$ cat config.mk
export PLATFORM = sky130hd
export DESIGN_NAME = button_cmd_arbiter_flat
export DESIGN_NICKNAME = d
export VERILOG_FILES = /design/src/rtl/button_cmd_arbiter_if.sv /design/src/rtl/button_cmd_arbiter.sv /design/src/flat_wrapper.sv
export SDC_FILE = /design/constraint.sdc
export NUM_CORES = 1
export LEC_CHECK = 0
export BUFFER_PORTS_ARGS = -buffer_cell sky130_fd_sc_hd__clkbuf_2
export CAP_MARGIN = 25
export CORE_ASPECT_RATIO = 0.7
export CORE_MARGIN = 5
export CORE_UTILIZATION = 30
export DETAILED_ROUTE_END_ITERATION = 16
export GPL_TIMING_DRIVEN = 0
export PLACE_DENSITY = 0.42
export SLEW_MARGIN = 5
export SYNTH_ARGS = -nofsm -noshare
export SYNTH_HDL_FRONTEND = slang
export SYNTH_SLANG_ARGS = --single-unit
$ cat constraint.sdc
create_clock -name clk_entrada -period 2.5 [get_ports clk_entrada]
set_input_delay 0.25 -clock clk_entrada [delete_from_list [all_inputs] [get_ports clk_entrada]]
set_output_delay 0.25 -clock clk_entrada [all_outputs]
set_load 0.05 [all_outputs]
$ cat src/rtl/button_cmd_arbiter_if.sv
// Command handshake between the button arbiter (master) and the coprocessor (slave).
interface button_cmd_arbiter_if #(
  parameter int N_BTN = 4
);
  localparam int W = (N_BTN > 1) ? $clog2(N_BTN) : 1;

  logic         op_start;
  logic [W-1:0] op_codigo;
  logic         op_done;

  modport master (output op_start, output op_codigo, input op_done);
  modport slave  (input op_start, input op_codigo, output op_done);
endinterface

$ cat src/rtl/button_cmd_arbiter.sv
// Debounced button press capture with a pending set, arbitrated into one-at-a-time coprocessor commands.
// Grant policy: define ARB_ROUND_ROBIN_EN for round robin, otherwise fixed lowest-index priority.
module button_cmd_arbiter #(
  parameter int N_BTN         = 4,
  parameter int TICK_DIV      = 250000,
  parameter int TIMEOUT_TICKS = 400
) (
  input  logic                 clk_entrada,
  input  logic                 rst_n,
  input  logic [N_BTN-1:0]     botoes_brutos,
  button_cmd_arbiter_if.master cmd,
  output logic                 ocupado,
  output logic                 descartado,
  output logic                 erro_timeout
);
  localparam int W    = (N_BTN > 1) ? $clog2(N_BTN) : 1;
  localparam int TC_W = (TICK_DIV > 1) ? $clog2(TICK_DIV) : 1;
  localparam int TO_W = $clog2(TIMEOUT_TICKS + 1);

  typedef enum logic [1:0] {IDLE, ISSUE, WAIT} state_t;

  state_t            r_state;
  logic [TC_W-1:0]   r_tick_cnt;
  logic [TO_W-1:0]   r_to_cnt;
  logic [N_BTN-1:0]  r_s0, r_s1, r_s2;
  logic [N_BTN-1:0]  r_pending;
  logic              r_op_start;
  logic [W-1:0]      r_op_codigo;
  logic              r_ocupado;
  logic              r_descartado;
  logic              r_erro_timeout;
`ifdef ARB_ROUND_ROBIN_EN
  logic [W-1:0]      r_ptr;
`endif

  logic              w_tick;
  logic [N_BTN-1:0]  w_press;
  logic [N_BTN-1:0]  w_clr;
  logic [N_BTN-1:0]  w_drop;
  logic [W-1:0]      w_grant;

  assign w_tick  = (r_tick_cnt == TC_W'(TICK_DIV - 1));
  assign w_press = r_s1 & ~r_s2 & {N_BTN{w_tick}};
  // A re-press landing on the bit being cleared in ISSUE simply re-arms it.
  assign w_drop  = w_press & r_pending & ~w_clr;

  always_comb begin
    w_clr = '0;
    if (r_state == ISSUE) w_clr[r_op_codigo] = 1'b1;
  end

`ifdef ARB_ROUND_ROBIN_EN
  always_comb begin
    int idx;
    idx     = 0;
    w_grant = '0;
    for (int k = N_BTN; k >= 1; k--) begin
      idx = (int'(r_ptr) + k) % N_BTN;
      if (r_pending[idx]) w_grant = W'(idx);
    end
  end
`else
  always_comb begin
    w_grant = '0;
    for (int k = N_BTN - 1; k >= 0; k--) begin
      if (r_pending[k]) w_grant = W'(k);
    end
  end
`endif

  always_ff @(posedge clk_entrada) begin
    if (!rst_n) begin
      r_state        <= IDLE;
      r_tick_cnt     <= '0;
      r_to_cnt       <= '0;
      r_s0           <= '0;
      r_s1           <= '0;
      r_s2           <= '0;
      r_pending      <= '0;
      r_op_start     <= 1'b0;
      r_op_codigo    <= '0;
      r_ocupado      <= 1'b0;
      r_descartado   <= 1'b0;
      r_erro_timeout <= 1'b0;
`ifdef ARB_ROUND_ROBIN_EN
      r_ptr          <= W'(N_BTN - 1);
`endif
    end else begin
      r_tick_cnt <= w_tick ? '0 : r_tick_cnt + 1'b1;
      if (w_tick) begin
        r_s0 <= botoes_brutos;
        r_s1 <= r_s0;
        r_s2 <= r_s1;
      end
      r_pending    <= (r_pending & ~w_clr) | w_press;
      r_descartado <= |w_drop;
      r_op_start   <= 1'b0;

      case (r_state)
        IDLE: begin
          if (|r_pending) begin
            r_op_start  <= 1'b1;
            r_op_codigo <= w_grant;
            r_ocupado   <= 1'b1;
            r_state     <= ISSUE;
          end
        end
        ISSUE: begin
          r_to_cnt <= '0;
          r_state  <= WAIT;
`ifdef ARB_ROUND_ROBIN_EN
          r_ptr    <= r_op_codigo;
`endif
        end
        WAIT: begin
          // Completion wins over a timeout that lands in the same cycle.
          if (cmd.op_done) begin
            r_ocupado <= 1'b0;
            r_state   <= IDLE;
          end else if (w_tick) begin
            if (r_to_cnt == TO_W'(TIMEOUT_TICKS - 1)) begin
              r_erro_timeout <= 1'b1;
              r_ocupado      <= 1'b0;
              r_state        <= IDLE;
            end else begin
              r_to_cnt <= r_to_cnt + 1'b1;
            end
          end
        end
        default: begin
          r_ocupado <= 1'b0;
          r_state   <= IDLE;
        end
      endcase
    end
  end

  assign cmd.op_start  = r_op_start;
  assign cmd.op_codigo = r_op_codigo;
  assign ocupado       = r_ocupado;
  assign descartado    = r_descartado;
  assign erro_timeout  = r_erro_timeout;
endmodule

$ cat src/flat_wrapper.sv
// flat-port wrapper written by rule: the top's interface ports become plain ports
module button_cmd_arbiter_flat 
#(
  parameter int N_BTN         = 4,
  parameter int TICK_DIV      = 250000,
  parameter int TIMEOUT_TICKS = 400
)
  (clk_entrada, rst_n, botoes_brutos, ocupado, descartado, erro_timeout, cmd_op_start, cmd_op_codigo, cmd_op_done);
  button_cmd_arbiter_if #(.N_BTN(N_BTN)) cmd_i ();
  input  logic clk_entrada;
  input  logic rst_n;
  input  logic [N_BTN-1:0] botoes_brutos;
  output logic ocupado;
  output logic descartado;
  output logic erro_timeout;
  output wire logic [$bits(cmd_i.op_start)-1:0] cmd_op_start;
  output wire logic [$bits(cmd_i.op_codigo)-1:0] cmd_op_codigo;
  input wire logic [$bits(cmd_i.op_done)-1:0] cmd_op_done;
  assign cmd_op_start = cmd_i.op_start;
  assign cmd_op_codigo = cmd_i.op_codigo;
  assign cmd_i.op_done = cmd_op_done;
  button_cmd_arbiter #(.N_BTN(N_BTN), .TICK_DIV(TICK_DIV), .TIMEOUT_TICKS(TIMEOUT_TICKS)) u_core (.clk_entrada(clk_entrada), .rst_n(rst_n), .botoes_brutos(botoes_brutos), .cmd(cmd_i), .ocupado(ocupado), .descartado(descartado), .erro_timeout(erro_timeout));
endmodule
-- Yosys cells after proc, flatten, opt, wreduce, memory -nomap -nowiden
Cells that the tools add are included.
- $add $sub $neg: 2
- $lt $le $gt $ge: 2
- equal/unequal tests: 10
- mux-type cells: 22
- bitwise operators: 11
- reductions and logical operators: 12
- operators by type and width (cell ; count):
    9-bit two-way mux ; 3
    4-bit AND ; 5
    18-bit by 1-bit adder with 18-bit output, second input constant ; 1
    18-bit == test, second input constant ; 1
    9-bit one-hot mux with 2 select lines ; 1
    2-bit two-way mux ; 8
    4-bit AND reduction ; 3
    9-bit by 1-bit adder with 9-bit output, second input constant ; 1
    9-bit == test, second input constant ; 1
    4-bit inverter ; 2
    4-bit OR reduction ; 2
    1-bit two-way mux ; 6
    3-bit by 2-bit != test with 1-bit output, second input constant ; 2
    2-bit one-hot mux with 3 select lines ; 1
    4-bit two-way mux ; 1
    2-bit by 1-bit != test with 1-bit output, second input constant ; 2
    2-bit != test, second input constant ; 2
    4-bit OR ; 1
    2-bit AND reduction ; 2
    2-bit by 3-bit < comparator with 1-bit output, second input constant ; 1
    1-bit inverter ; 3
    1-bit one-hot mux with 3 select lines ; 1
    3-bit AND reduction ; 1
    1-bit demux with 2-bit select ; 1
    other kinds (7) ; 7
- bits in registers: 51
- output and inout bits: 6
- word-level logic and storage cells: 71

-- Logic depth before layout (Yosys ltp)
- depth after elaboration: 8
- gate-level depth with buffers: 7
- gate-level depth less buffers: 5

-- Worst setup path after synthesis
Ideal clock, no wire load.
- path type: reg-to-reg
- start point: register u_core.r_to_cnt[0]
- end point: register u_core.r_to_cnt[6]
- arrival: 1.559 ns
- data required time: 2.430 ns
- slack: 0.870 ns
- cell stages (with the launch flop): 6
- buffers on the path: 0
- period minus slack after synthesis: 1.630 ns
- cell sequence: dfxtp_1 ha_1 nand3_1 or4_1 o41a_1 a21oi_1
- longest elaborated chain between the ends: 5
- elaborated cells on any way between the ends: 8
- those cells by class: add/sub (1); eq/ne (2); mux (4); reduce/logical (1)
- RTL lines (item ; line ; RTL):
    start, declared ; button_cmd_arbiter.sv:24 ; logic [TO_W-1:0] r_to_cnt;
    start signal, assigned ; button_cmd_arbiter.sv:126 ; r_to_cnt <= r_to_cnt + 1'b1;
    9-bit by 1-bit adder with 9-bit output ; button_cmd_arbiter.sv:126 ;
    9-bit two-way mux ; button_cmd_arbiter.sv:121 ; if (r_to_cnt == TO_W'(TIMEOUT_TICKS - 1)) begin
    9-bit two-way mux ; button_cmd_arbiter.sv:120 ; end else if (w_tick) begin
    9-bit two-way mux ; button_cmd_arbiter.sv:117 ; if (cmd.op_done) begin
    9-bit one-hot mux with 2 select lines ; button_cmd_arbiter.sv:99 ; case (r_state)
Parallel ways exist; a longest one is shown, timed or not. The select of a mux whose other input is x is not followed.
A chain may end at the register's enable or synchronous reset.

-- Worst setup path after layout
- start point: register u_core.r_state[0]
- end point: register u_core.r_to_cnt[4]
- longest elaborated chain between the ends: 3
- elaborated cells on any way between the ends: 8
- those cells by class: eq/ne (5); mux (1); reduce/logical (2)
- RTL lines (item ; line ; RTL):
    start, declared ; button_cmd_arbiter.sv:22 ; state_t r_state;
    start signal, assigned ; button_cmd_arbiter.sv:73 ; r_state <= IDLE;
    start signal, assigned ; button_cmd_arbiter.sv:105 ; r_state <= ISSUE;
    start signal, assigned ; button_cmd_arbiter.sv:110 ; r_state <= WAIT;
    2-bit == test / 2-bit by 1-bit == test with 1-bit output (equally long branches) ; button_cmd_arbiter.sv:99 ;
    2-bit by 1-bit != test with 1-bit output (no source line), or another cell as far along ; n/a ;
    4-bit AND reduction (no source line) ; n/a ;
Parallel ways exist; a longest one is shown, timed or not.

==> qor.yml <==
wl_met1_mm: 3.493
clockBufferDepth: 2
detail_route.wl_per_cell_um: 15.38
dieWidth_um: 119.4
seq_area_frac_synth: 0.4060
maxSlewViolCount: 0
min_period_ps: 1937
grt_max_degree: 16
core_area_mm2: 0.008303
synth_compound_area_frac: 0.1851
pin_count: 13
grt_pass1_vias: 1983
route.met3.wl_um: 249
syn_to_final_growth_pct: 12.99
syn_inst: 292
grt_use_total: 0.1294
p_leak_nw: 0.9254
synth_top_family_by_area: "simple AND/OR/NAND/NOR gates"
cp-end-kind: "flip-flop"
grt_remaining_overflow: 0
fin_setup_tns_ps: 0
pre_cts_ws_ps: 563.9
clock_latency_ps: 290
peakVddDrop_mv: 0.2415
finalWirelength_mm: 6.400
max-slew-margin-rel: 0.6057
firstDrtPassIters: 4
die_h_um: 86.61
cts_buffers: 5
post-cts-setup-buffers: 0
worstPathArrival_ps: 2150
via_per_inst: 5.262
critical_path.max_stage_delay_ps: 540
status: "finished clean"
drtAntennaViolNets: 0
ys_async_sr_fraction: 0
synth_fa_ha_area_frac: 0.009950
cp.required_ps: 2710
rsz0062_at_grt: "false"
start_kind: "flip-flop"
yosys.area_share.xor_xnor: 0.04527
dr_total_vias: 2189
htree_levels: 2
drtIter0Drc: 178
path_class: "flip-flop to flip-flop"
cts_sinks: 51
gp_congestion: 0.7509
synth_top_flop_cell: "dfxtp_1"
cp_cell_sequence: "buf_2, nor3b_2, o211a_1, nand2_1, o211ai_1"
start_util: 0.3029
antenna_found_initial: 0
hold_viol: 0
antenna-diode-count: 0
postLayoutSetupSlackWorst_ps: 562.6
path_clk_slew_ps: 70
yosys.area_share.simple: 0.3030
synth_area_mm2: 0.002515
max_cap_viol_count: 0
place.detailed.hpwl_mm: 4.462
num_rows: 28
maxUsedRoutingLayer: "met4"
synth-seq-cells: 51
drc: 0
fin_skew_ps: 4.996
synth_warnings: 0
synth-edff-count: 0
cts_resized: 0
hold_buffers: 0
root_buffer: "clkbuf_16"
min_path_type: "input port to flip-flop"
die-area_mm2: 0.01034
fin_nets: 319
synth_fp_nets: 301
max_freq_mhz: 516.1
setup_viol: 0
finalCritPeriodShare: 0.7750
synth.distinct_cells: 55
muxShareOfSynthArea: 0.007960
crit_fanout: 10
critical_path.slowest_cell: "nor3b_2"
cts_tree: "built"
grt_pass1_wl_mm: 10.62
met2_length_mm: 2.628
port_buffers: 11
avgSynthCellArea_um2: 8.613
drive_above_1_share: 0.1190
worstMarginPinSlew_ps: 588.9
power_density_mw_per_mm2: 536.6
layout make-up:
type	instances	area (um^2)
Timing Repair Buffer	11	55.05
Clock inverter	3	15.01
Fill cell	866	5461
Tap cell	105	131.4
Clock buffer	5	125.1
Sequential cell	51	1021
Multi-Input combinational cell	219	1386
Inverter	6	22.52
Buffer	16	85.08
cell families after synthesis:
group | count (synthesis)
AOI/OAI and AO/OA | 70
xor gates and xnor gates | 13
buffers and inverters | 22
and+or+nand+nor | 132
DFF | 51
adders and majority gates | 2
muxes | 2
power breakdown:
part           internal, mW  total, mW  switching, mW
clock                 0.366      0.669          0.303
combinational        0.0118     0.0360         0.0242
sequential            0.816      0.820        0.00390
total                  1.19       1.52          0.331
routing by layer:
layer / vias to the layer above / track usage
li1: 1111 / -
met1: 1041 / 0.2006
met2: 35 / 0.1768
met3: 2 / 0.03196
met4: 0 / 0.03015
met5: - / 0
cells in the final DEF, fill, tap and decap left out, types with 3 or more instances in the layout:
cell type	instances
a21oi_1	22
a221o_1	4
and3_1	3
clkbuf_1	8
clkbuf_16	5
clkbuf_2	11
clkinv_2	3
dfxtp_1	51
inv_1	6
nand2_1	18
nand2b_1	9
nand3_1	30
nand4_1	6
nand4b_1	5
nor2_1	22
nor2b_1	8
nor3_1	6
nor4_1	3
nor4_2	3
o211ai_1	8
o21ai_0	16
o31ai_1	3
or4_1	4
xnor2_1	11
path summary, 6_finish.rpt:
check / from / to / slack [ps] / cells past startpoint
setup / recovery: u_core.r_state[0]$_SDFFE_PN0P_ / u_core.r_to_cnt[4]$_SDFFE_PN0P_ / 560 / 5
hold / removal: botoes_brutos[2] / u_core.r_s0[2]$_SDFFE_PN0N_ / 190 / 3
setup reg to reg: u_core.r_state[0]$_SDFFE_PN0P_ / u_core.r_to_cnt[4]$_SDFFE_PN0P_ / 560 / 5
hold reg to reg: u_core.r_s0[2]$_SDFFE_PN0N_ / u_core.r_s1[2]$_SDFFE_PN0N_ / 470 / 2
worst max-delay path, delay by kind of cell, from the launching register on:
family / cells / cell delay (ps)
compound gates: 2 / 640
buf+inv: 1 / 180
flops: 1 / 310
simple gates: 2 / 720
stage by stage:
stage / cell area (um^2) / power [mW] / hold WS, ps / util / std cells
after global placement: 2701 / 0.8754 / 448.4 / 0.3253 / 408
after global routing: 2841 / 1.595 / 186.5 / 0.3422 / 416
final: 2841 / 1.525 / 190.8 / 0.3422 / 416
after detailed placement: 2701 / 0.8753 / 456.7 / 0.3253 / 408
after CTS: 2841 / 1.545 / 186.9 / 0.3422 / 416
after floorplan: 2515 / 0.8615 / 401.9 / - / 292
state kept, by name, summed over array words and instances, names as in the netlist:
register	count
u_core.r_tick_cnt	18
u_core.r_to_cnt	9
u_core.r_pending	4
u_core.r_s0	4
u_core.r_s1	4
u_core.r_s2	4
u_core.cmd.op_codigo	2
u_core.r_state	2
u_core.cmd.op_start	1
u_core.descartado	1
u_core.erro_timeout	1
u_core.ocupado	1
synth_stat cells, drive strengths merged, types with 2 or more instances:
library cell | count | area share
a21oi | 23 | 0.047
a221o | 4 | 0.016
a41oi | 2 | 0.0070
and2 | 2 | 0.0050
and3 | 3 | 0.0075
buf | 8 | 0.022
clkbuf | 8 | 0.012
dfxtp | 51 | 0.41
ha | 2 | 0.0099
inv | 6 | 0.0090
mux2i | 2 | 0.0080
nand2 | 18 | 0.027
nand2b | 9 | 0.022
nand3 | 31 | 0.064
nand4 | 7 | 0.020
nand4b | 5 | 0.017
nor2 | 22 | 0.033
nor2b | 8 | 0.020
nor3 | 6 | 0.012
nor4 | 6 | 0.022
o211ai | 8 | 0.024
o21a | 2 | 0.0060
o21ai | 19 | 0.042
o311a | 2 | 0.0080
o31ai | 3 | 0.0090
or2 | 3 | 0.0085
or4 | 5 | 0.016
xnor2 | 11 | 0.038
xor2 | 2 | 0.0070
Power figures use the tool's default switching activity.
